`src/rtl/uart_pkt_rx.sv`:
```
// uart_pkt_rx: receive-side packet assembler for the orbital telemetry reply.
// Deserialises a fixed-length 8N1 packet, writes each byte to the frame
// buffer, and reports framing, timeout and sequence status at window close.
//
// state   | meaning
// --------+-----------------------------------------------------------
// S_IDLE  | window closed, waiting for rxOpen
// S_WAIT  | window open, waiting for a start edge (timeout running)
// S_START | start bit seen, counting to mid-bit to qualify it
// S_DATA  | sampling 8 data bits, LSB first
// S_STOP  | sampling the stop bit, writing the byte if it is valid
// S_DONE  | one cycle to publish pktDone and the status flags
module uart_pkt_rx #(
    parameter int BIT_CLKS     = 34,
    parameter int PKT_LEN      = 20,
    parameter int TIMEOUT_CLKS = 4096,
    parameter int SEQ_STEP     = 8
) (
    input  logic       clk80MHz,
    input  logic       rst,
    input  logic       rxOpen,
    input  logic       UART_RX,
    output logic       UART_dRX,
    output logic       wrEn,
    output logic [4:0] wrAddr,
    output logic [7:0] wrData,
    output logic       pktDone,
    output logic       pktOk,
    output logic       errFrame,
    output logic       errTimeout,
    output logic       errSeq,
    output logic       busy
);

    localparam int BC_W = $clog2(BIT_CLKS);
    localparam int TO_W = $clog2(TIMEOUT_CLKS + 1);

    // Bit timer counts down; the start bit is qualified half a bit in,
    // every later sample lands one full bit after the previous one.
    localparam logic [BC_W-1:0] BIT_HALF = BC_W'(BIT_CLKS / 2);
    localparam logic [BC_W-1:0] BIT_LAST = BC_W'(BIT_CLKS - 1);
    localparam logic [TO_W-1:0] TO_LOAD  = TO_W'(TIMEOUT_CLKS - 1);
    localparam logic [4:0]      IDX_LAST = 5'(PKT_LEN - 1);
    localparam logic [7:0]      STEP     = 8'(SEQ_STEP);

    typedef enum logic [2:0] {
        S_IDLE, S_WAIT, S_START, S_DATA, S_STOP, S_DONE
    } state_t;

    // Why the window is closing; decoded into the status flags in S_DONE.
    typedef enum logic [1:0] {
        R_COMPLETE, R_FRAME, R_TIMEOUT
    } reason_t;

    state_t          state_q, state_d;
    reason_t         reason_q, reason_d;
    logic            rx_meta_q, rx_meta_d;
    logic            rx_s_q, rx_s_d;
    logic            rx_prev_q, rx_prev_d;
    logic [BC_W-1:0] bit_cnt_q, bit_cnt_d;
    logic [2:0]      data_cnt_q, data_cnt_d;
    logic [TO_W-1:0] to_cnt_q, to_cnt_d;
    logic [7:0]      shift_q, shift_d;
    logic [4:0]      byte_idx_q, byte_idx_d;
    logic [7:0]      byte0_q, byte0_d;
    logic [7:0]      last_seq_q, last_seq_d;
    logic            seq_valid_q, seq_valid_d;
    logic            wr_en_q, wr_en_d;
    logic [4:0]      wr_addr_q, wr_addr_d;
    logic [7:0]      wr_data_q, wr_data_d;
    logic            pkt_done_q, pkt_done_d;
    logic            pkt_ok_q, pkt_ok_d;
    logic            err_frame_q, err_frame_d;
    logic            err_timeout_q, err_timeout_d;
    logic            err_seq_q, err_seq_d;
    logic            busy_q, busy_d;
    logic            rx_fall;
    logic            seq_bad;

    // Register bank: synchroniser, FSM, counters, sequence history, outputs.
    always_ff @(posedge clk80MHz or posedge rst) begin
        if (rst) begin
            state_q       <= S_IDLE;
            reason_q      <= R_COMPLETE;
            rx_meta_q     <= 1'b1;
            rx_s_q        <= 1'b1;
            rx_prev_q     <= 1'b1;
            bit_cnt_q     <= '0;
            data_cnt_q    <= '0;
            to_cnt_q      <= '0;
            shift_q       <= '0;
            byte_idx_q    <= '0;
            byte0_q       <= '0;
            last_seq_q    <= '0;
            seq_valid_q   <= 1'b0;
            wr_en_q       <= 1'b0;
            wr_addr_q     <= '0;
            wr_data_q     <= '0;
            pkt_done_q    <= 1'b0;
            pkt_ok_q      <= 1'b0;
            err_frame_q   <= 1'b0;
            err_timeout_q <= 1'b0;
            err_seq_q     <= 1'b0;
            busy_q        <= 1'b0;
        end else begin
            state_q       <= state_d;
            reason_q      <= reason_d;
            rx_meta_q     <= rx_meta_d;
            rx_s_q        <= rx_s_d;
            rx_prev_q     <= rx_prev_d;
            bit_cnt_q     <= bit_cnt_d;
            data_cnt_q    <= data_cnt_d;
            to_cnt_q      <= to_cnt_d;
            shift_q       <= shift_d;
            byte_idx_q    <= byte_idx_d;
            byte0_q       <= byte0_d;
            last_seq_q    <= last_seq_d;
            seq_valid_q   <= seq_valid_d;
            wr_en_q       <= wr_en_d;
            wr_addr_q     <= wr_addr_d;
            wr_data_q     <= wr_data_d;
            pkt_done_q    <= pkt_done_d;
            pkt_ok_q      <= pkt_ok_d;
            err_frame_q   <= err_frame_d;
            err_timeout_q <= err_timeout_d;
            err_seq_q     <= err_seq_d;
            busy_q        <= busy_d;
        end
    end

    // Next-state, datapath and output logic.
    always_comb begin
        state_d       = state_q;
        reason_d      = reason_q;
        rx_meta_d     = UART_RX;
        rx_s_d        = rx_meta_q;
        rx_prev_d     = rx_s_q;
        bit_cnt_d     = bit_cnt_q;
        data_cnt_d    = data_cnt_q;
        to_cnt_d      = to_cnt_q;
        shift_d       = shift_q;
        byte_idx_d    = byte_idx_q;
        byte0_d       = byte0_q;
        last_seq_d    = last_seq_q;
        seq_valid_d   = seq_valid_q;
        wr_en_d       = 1'b0;
        wr_addr_d     = wr_addr_q;
        wr_data_d     = wr_data_q;
        pkt_done_d    = 1'b0;
        pkt_ok_d      = pkt_ok_q;
        err_frame_d   = err_frame_q;
        err_timeout_d = err_timeout_q;
        err_seq_d     = err_seq_q;

        rx_fall = rx_prev_q & ~rx_s_q;
        seq_bad = seq_valid_q && (byte0_q != 8'(last_seq_q + STEP));

        unique case (state_q)
            S_IDLE: begin
                if (rxOpen) begin
                    state_d    = S_WAIT;
                    byte_idx_d = '0;
                    to_cnt_d   = TO_LOAD;
                end
            end
            S_WAIT: begin
                if (to_cnt_q == '0) begin
                    state_d  = S_DONE;
                    reason_d = R_TIMEOUT;
                end else begin
                    to_cnt_d = to_cnt_q - 1'b1;
                    if (rx_fall) begin
                        state_d   = S_START;
                        bit_cnt_d = BIT_HALF;
                    end
                end
            end
            S_START: begin
                // A rejected start bit returns to S_WAIT with the idle time
                // it consumed still charged against the timeout.
                if (to_cnt_q != '0) begin
                    to_cnt_d = to_cnt_q - 1'b1;
                end
                if (bit_cnt_q == '0) begin
                    if (rx_s_q) begin
                        state_d = S_WAIT;
                    end else begin
                        state_d    = S_DATA;
                        bit_cnt_d  = BIT_LAST;
                        data_cnt_d = 3'd7;
                    end
                end else begin
                    bit_cnt_d = bit_cnt_q - 1'b1;
                end
            end
            S_DATA: begin
                if (bit_cnt_q == '0) begin
                    shift_d   = {rx_s_q, shift_q[7:1]};
                    bit_cnt_d = BIT_LAST;
                    if (data_cnt_q == '0) begin
                        state_d = S_STOP;
                    end else begin
                        data_cnt_d = data_cnt_q - 1'b1;
                    end
                end else begin
                    bit_cnt_d = bit_cnt_q - 1'b1;
                end
            end
            S_STOP: begin
                if (bit_cnt_q == '0) begin
                    if (!rx_s_q) begin
                        state_d  = S_DONE;
                        reason_d = R_FRAME;
                    end else begin
                        wr_en_d    = 1'b1;
                        wr_addr_d  = byte_idx_q;
                        wr_data_d  = shift_q;
                        byte_idx_d = byte_idx_q + 5'd1;
                        to_cnt_d   = TO_LOAD;
                        if (byte_idx_q == '0) begin
                            byte0_d = shift_q;
                        end
                        if (byte_idx_q == IDX_LAST) begin
                            state_d  = S_DONE;
                            reason_d = R_COMPLETE;
                        end else begin
                            state_d = S_WAIT;
                        end
                    end
                end else begin
                    bit_cnt_d = bit_cnt_q - 1'b1;
                end
            end
            S_DONE: begin
                state_d       = S_IDLE;
                pkt_done_d    = 1'b1;
                err_frame_d   = (reason_q == R_FRAME);
                err_timeout_d = (reason_q == R_TIMEOUT);
                err_seq_d     = (reason_q == R_COMPLETE) && seq_bad;
                pkt_ok_d      = (reason_q == R_COMPLETE) && !seq_bad;
                // Only a fully received packet advances the sequence history,
                // even when it failed the check, so the next one resyncs.
                if (reason_q == R_COMPLETE) begin
                    last_seq_d  = byte0_q;
                    seq_valid_d = 1'b1;
                end
            end
            default: begin
                state_d = S_IDLE;
            end
        endcase

        // Window stays open through the pktDone cycle so it drops one cycle later.
        busy_d = (state_d != S_IDLE) | pkt_done_d;
    end

    assign UART_dRX   = busy_q;
    assign busy       = busy_q;
    assign wrEn       = wr_en_q;
    assign wrAddr     = wr_addr_q;
    assign wrData     = wr_data_q;
    assign pktDone    = pkt_done_q;
    assign pktOk      = pkt_ok_q;
    assign errFrame   = err_frame_q;
    assign errTimeout = err_timeout_q;
    assign errSeq     = err_seq_q;

endmodule

```
`config.mk`:
```
export PLATFORM = sky130hd
export DESIGN_NAME = uart_pkt_rx
export DESIGN_NICKNAME = d
export VERILOG_FILES = /design/src/rtl/uart_pkt_rx.sv
export SDC_FILE = /design/constraint.sdc
export NUM_CORES = 1
export LEC_CHECK = 0
export ABC_AREA = 1
export BUFFER_PORTS_ARGS = -buffer_cell sky130_fd_sc_hd__buf_4
export CAP_MARGIN = 20
export CORE_MARGIN = 2
export CORE_UTILIZATION = 65
export CTS_CLUSTER_SIZE = 30
export DETAILED_ROUTE_END_ITERATION = 8
export PLACE_DENSITY = 0.88
export SLEW_MARGIN = 10
export SYNTH_ARGS = -nofsm -noshare
export SYNTH_HDL_FRONTEND = slang
export SYNTH_SLANG_ARGS = --single-unit
```
`constraint.sdc`:
```
create_clock -name clk80MHz -period 6.3 [get_ports clk80MHz]
set_input_delay 0 -clock clk80MHz [delete_from_list [all_inputs] [get_ports clk80MHz]]
set_output_delay 0 -clock clk80MHz [all_outputs]
set_load 0.02 [all_outputs]
```
==> impl_results.md <==
* Worst r2r dst: to_cnt_q[9]$_DFFE_PP0P_
* Max-slew violation count at 0
* Power Dens Cells at slightly below 400 mW/mm2
* RSZ-0062 raised after global routing: false
* Crit Path Max Fanout at 19
* Yosys warns at 0
* Netlist cell types at 41
* Status: finished clean
* Cell count after synthesis at 520
* Clk slew on worst S/H paths at 90 ps
* HPWL Detailed at 5870 um
* H-tree lvl count at 3
* Antenna viol nets, final at 0
* IO Pins at 25
* Final worst-path cycle share at 30.8%
* Most common cell in the synthesized netlist: nand2_1
* CTS tree: built
* Share of layout cells above drive strength 1 at 16.0%
* Critical path class: reg2reg
* Cts repair resizes at 0
* R2R cell count at 11
* Starting density of the core at 66.2%
* Peak supply drop at 274 uV
* First-pass GRT wire length at roughly 15000 um
* Yosys reg bits at 80
* Setup crit start kind: flip-flop
* Largest buffer count on any clock path at 2
* Top FF cell, synth: dfrtp_1
* Initial antenna violation count at 0
* Row count at 29
* Clk Latency, worst-skew pair at 360 ps
* Hold Path Class: in2reg
* Leading post-synthesis cells by cell area: dfrtp_1, nand2_1, inv_1, o21ai_0, nand3_1
* Setup crit end kind: flip-flop
* Crit path from: to_cnt_q[0]$_DFFE_PP0P_
* Placed Area at 0.00439 mm2
* Width of the die at 84.0 um
* Vias in the first global route at 3324
* WP data required at 6560 ps
* Seq/Total Area, Yosys at approximately 48%
* Drt total wl at 8240 um
* Worst setup path endpoint: to_cnt_q[9]$_DFFE_PP0P_
* Design Area, Final at 0.00459 mm2
* Synth async-reset ratio at 100%
* Lkg Pwr at 2.30 nW
* Minimum clock period at 1940 ps
* Power Total at about 1.8 mW
* R2R Setup Slk at ~4400 ps
* Root buf cell: clkbuf_8
* Rel. slew slack at 35.7%
* Mapped Nets at 531
* Average size of a mapped cell at 7.99 um2
* Via count at roughly 3400
* GR Overflow Total at 0
* Finish-stage setup viols at 0
* Crit path DAT at between 2000 and 2500 ps
* MaxCap Viol Count at 0
* Pin count of the biggest net entering global routing at 81
* Cts bufs inserted at 9
* Remaining DRCs at 0
* Worst Clk Skew at 8.04 ps
* Share of the synthesized area in the top cell type at 46.4%
* TritonRoute pass-1 iters at 5
* Fin. Hold Viols at 0
* Die Span Y at 84.0 um
* Largest area contributor in the netlist: dfrtp_1
* Post-synth top cells: nand2_1, dfrtp_1, inv_1, nor2_1, o21ai_0
* Via-to-Cell Ratio at 5.43
* Nets at 562
* Hold Crit Start: rxOpen
* Routed length per instance at 13.0 um
* Fmax achieved at 0.515 GHz
* Die area at ~0.0070 mm2
* DRT iter0 DRCs at 217
* Ant diodes at 0
* R2R Path Start: to_cnt_q[0]$_DFFE_PP0P_
* Placer Congestion at 0.965
* Fillers at ~470
* Post-synth EDFFs at 0
* Sink Count at 80
* Post-Syn Area at between 0.004 and 0.005 mm2
* Setup TNS at 0 ps
* Total core area at 0.00628 mm2
* IO buf count at 24
* Least-Margin Pin Slew at 964 ps
* Total GRT Usage at 26.2%
* Area grow syn2layout at 10.4%
==> per-stage QoR <==
stage                     setup slack (ps)  util, %  cells  hold slack (ps)
after detailed placement              4390     69.9    615              110
after global routing                  4130     73.1    633             79.1
after global placement                4510     69.9    615              108
final                                 4360     73.1    633             48.1
after CTS                             4380     73.1    633             44.9
after floorplan                       4250        -    520             4.48
==> registers in the layout, indices dropped and copies added, names as in the netlist <==
| register | cells |
|---|---|
| to_cnt_q | 13 |
| rx_prev_q | 1 |
| last_seq_q | 8 |
| rx_prev_d | 1 |
| wrAddr | 5 |
| seq_valid_q | 1 |
| shift_q | 8 |
| errTimeout | 1 |
| wrData | 8 |
| errFrame | 1 |
| byte0_q | 8 |
| rx_meta_q | 1 |
| data_cnt_q | 3 |
| bit_cnt_q | 6 |
| UART_dRX | 1 |
| pktDone | 1 |
| pktOk | 1 |
| wrEn | 1 |
| state_q | 3 |
| byte_idx_q | 5 |
| errSeq | 1 |
| reason_q | 2 |
==> worst max-delay path: stages (launching register included) <==
cell and delay, ps:
dfrtp_1 380, inv_1 180, ha_1 260, nand2_1 140, nor2_2 190, nand2_1 120, nand2_2 100, nand2_2 90
nand2_8 140, inv_1 120, nand2_1 70, nand2_1 50
==> layout make-up <==
| type | count | area [um2] | area share (%) |
|---|---|---|---|
| multi-input cells | 361 | 1830 | 39.8 |
| inverters | 72 | 273 | 5.94 |
| clock buffers | 9 | 124 | 2.70 |
| repair buffers | 27 | 208 | 4.53 |
| clock inverters | 7 | 56.3 | 1.23 |
| flip-flops and latches | 80 | 2010 | 43.7 |
| well taps | 77 | 96.3 | 2.10 |
==> power breakdown <==
part           total, mW  internal (mW)  leakage, nW  switching [mW]
Clock              0.349          0.147       0.0838           0.203
Combinational      0.743          0.259         1.17           0.484
Sequential         0.712          0.619         1.04          0.0929
==> cell families after synthesis <==
family	share of synthesized area [%]
compound gates	9.52
xor+xnor	2.32
fa+ha+maj	2.11
buf+inv	7.77
flops	48.3
simple gates	30.0
==> cell usage in the layout (no fill, tap or decap), types with 4 or more instances in the layout <==
cell type	netlist	routed
nand4_1	5	5
o21ai_0	34	34
nand2_2	9	9
nor2_1	40	40
inv_1	60	59
nand3b_1	6	6
buf_4	2	25
nor2_4	5	5
nand2_1	162	162
dfrtp_1	77	77
o21ai_1	20	20
clkbuf_8	0	9
xor2_1	8	8
nor2_2	4	4
nand3_1	30	30
inv_2	11	12
ha_1	7	7
==> worst min path at each step <==
stage                                end  slack (ps)  cells after the start
floorplan            rx_meta_q$_DFF_PP1_           4                      0
global placement     rx_meta_q$_DFF_PP1_         110                      1
detailed placement   rx_meta_q$_DFF_PP1_         110                      1
CTS                 state_q[0]$_DFF_PP0_          40                      6
global route        state_q[0]$_DFF_PP0_          80                      6
finish              state_q[0]$_DFF_PP0_          50                      6
==> metal layers <==
metal / GRT usage [%] / share of wire (%) / vias to the layer above
met5: 0 / 0 / -
met4: 12.5 / 2.5 / 0
met3: 4.06 / 4.1 / 21
met2: 42.5 / 49 / 91
met1: 34.7 / 45 / 1616
li1: - / - / 1707
==> timing repair <==
action / CTS / global route
endpoints found under the setup margin: 0 / 0
endpoints found under the hold margin: 51 / 0
buffers inserted: 0 / 0
hold buffers: 2 / 0
Power figures use the tool's default switching activity.
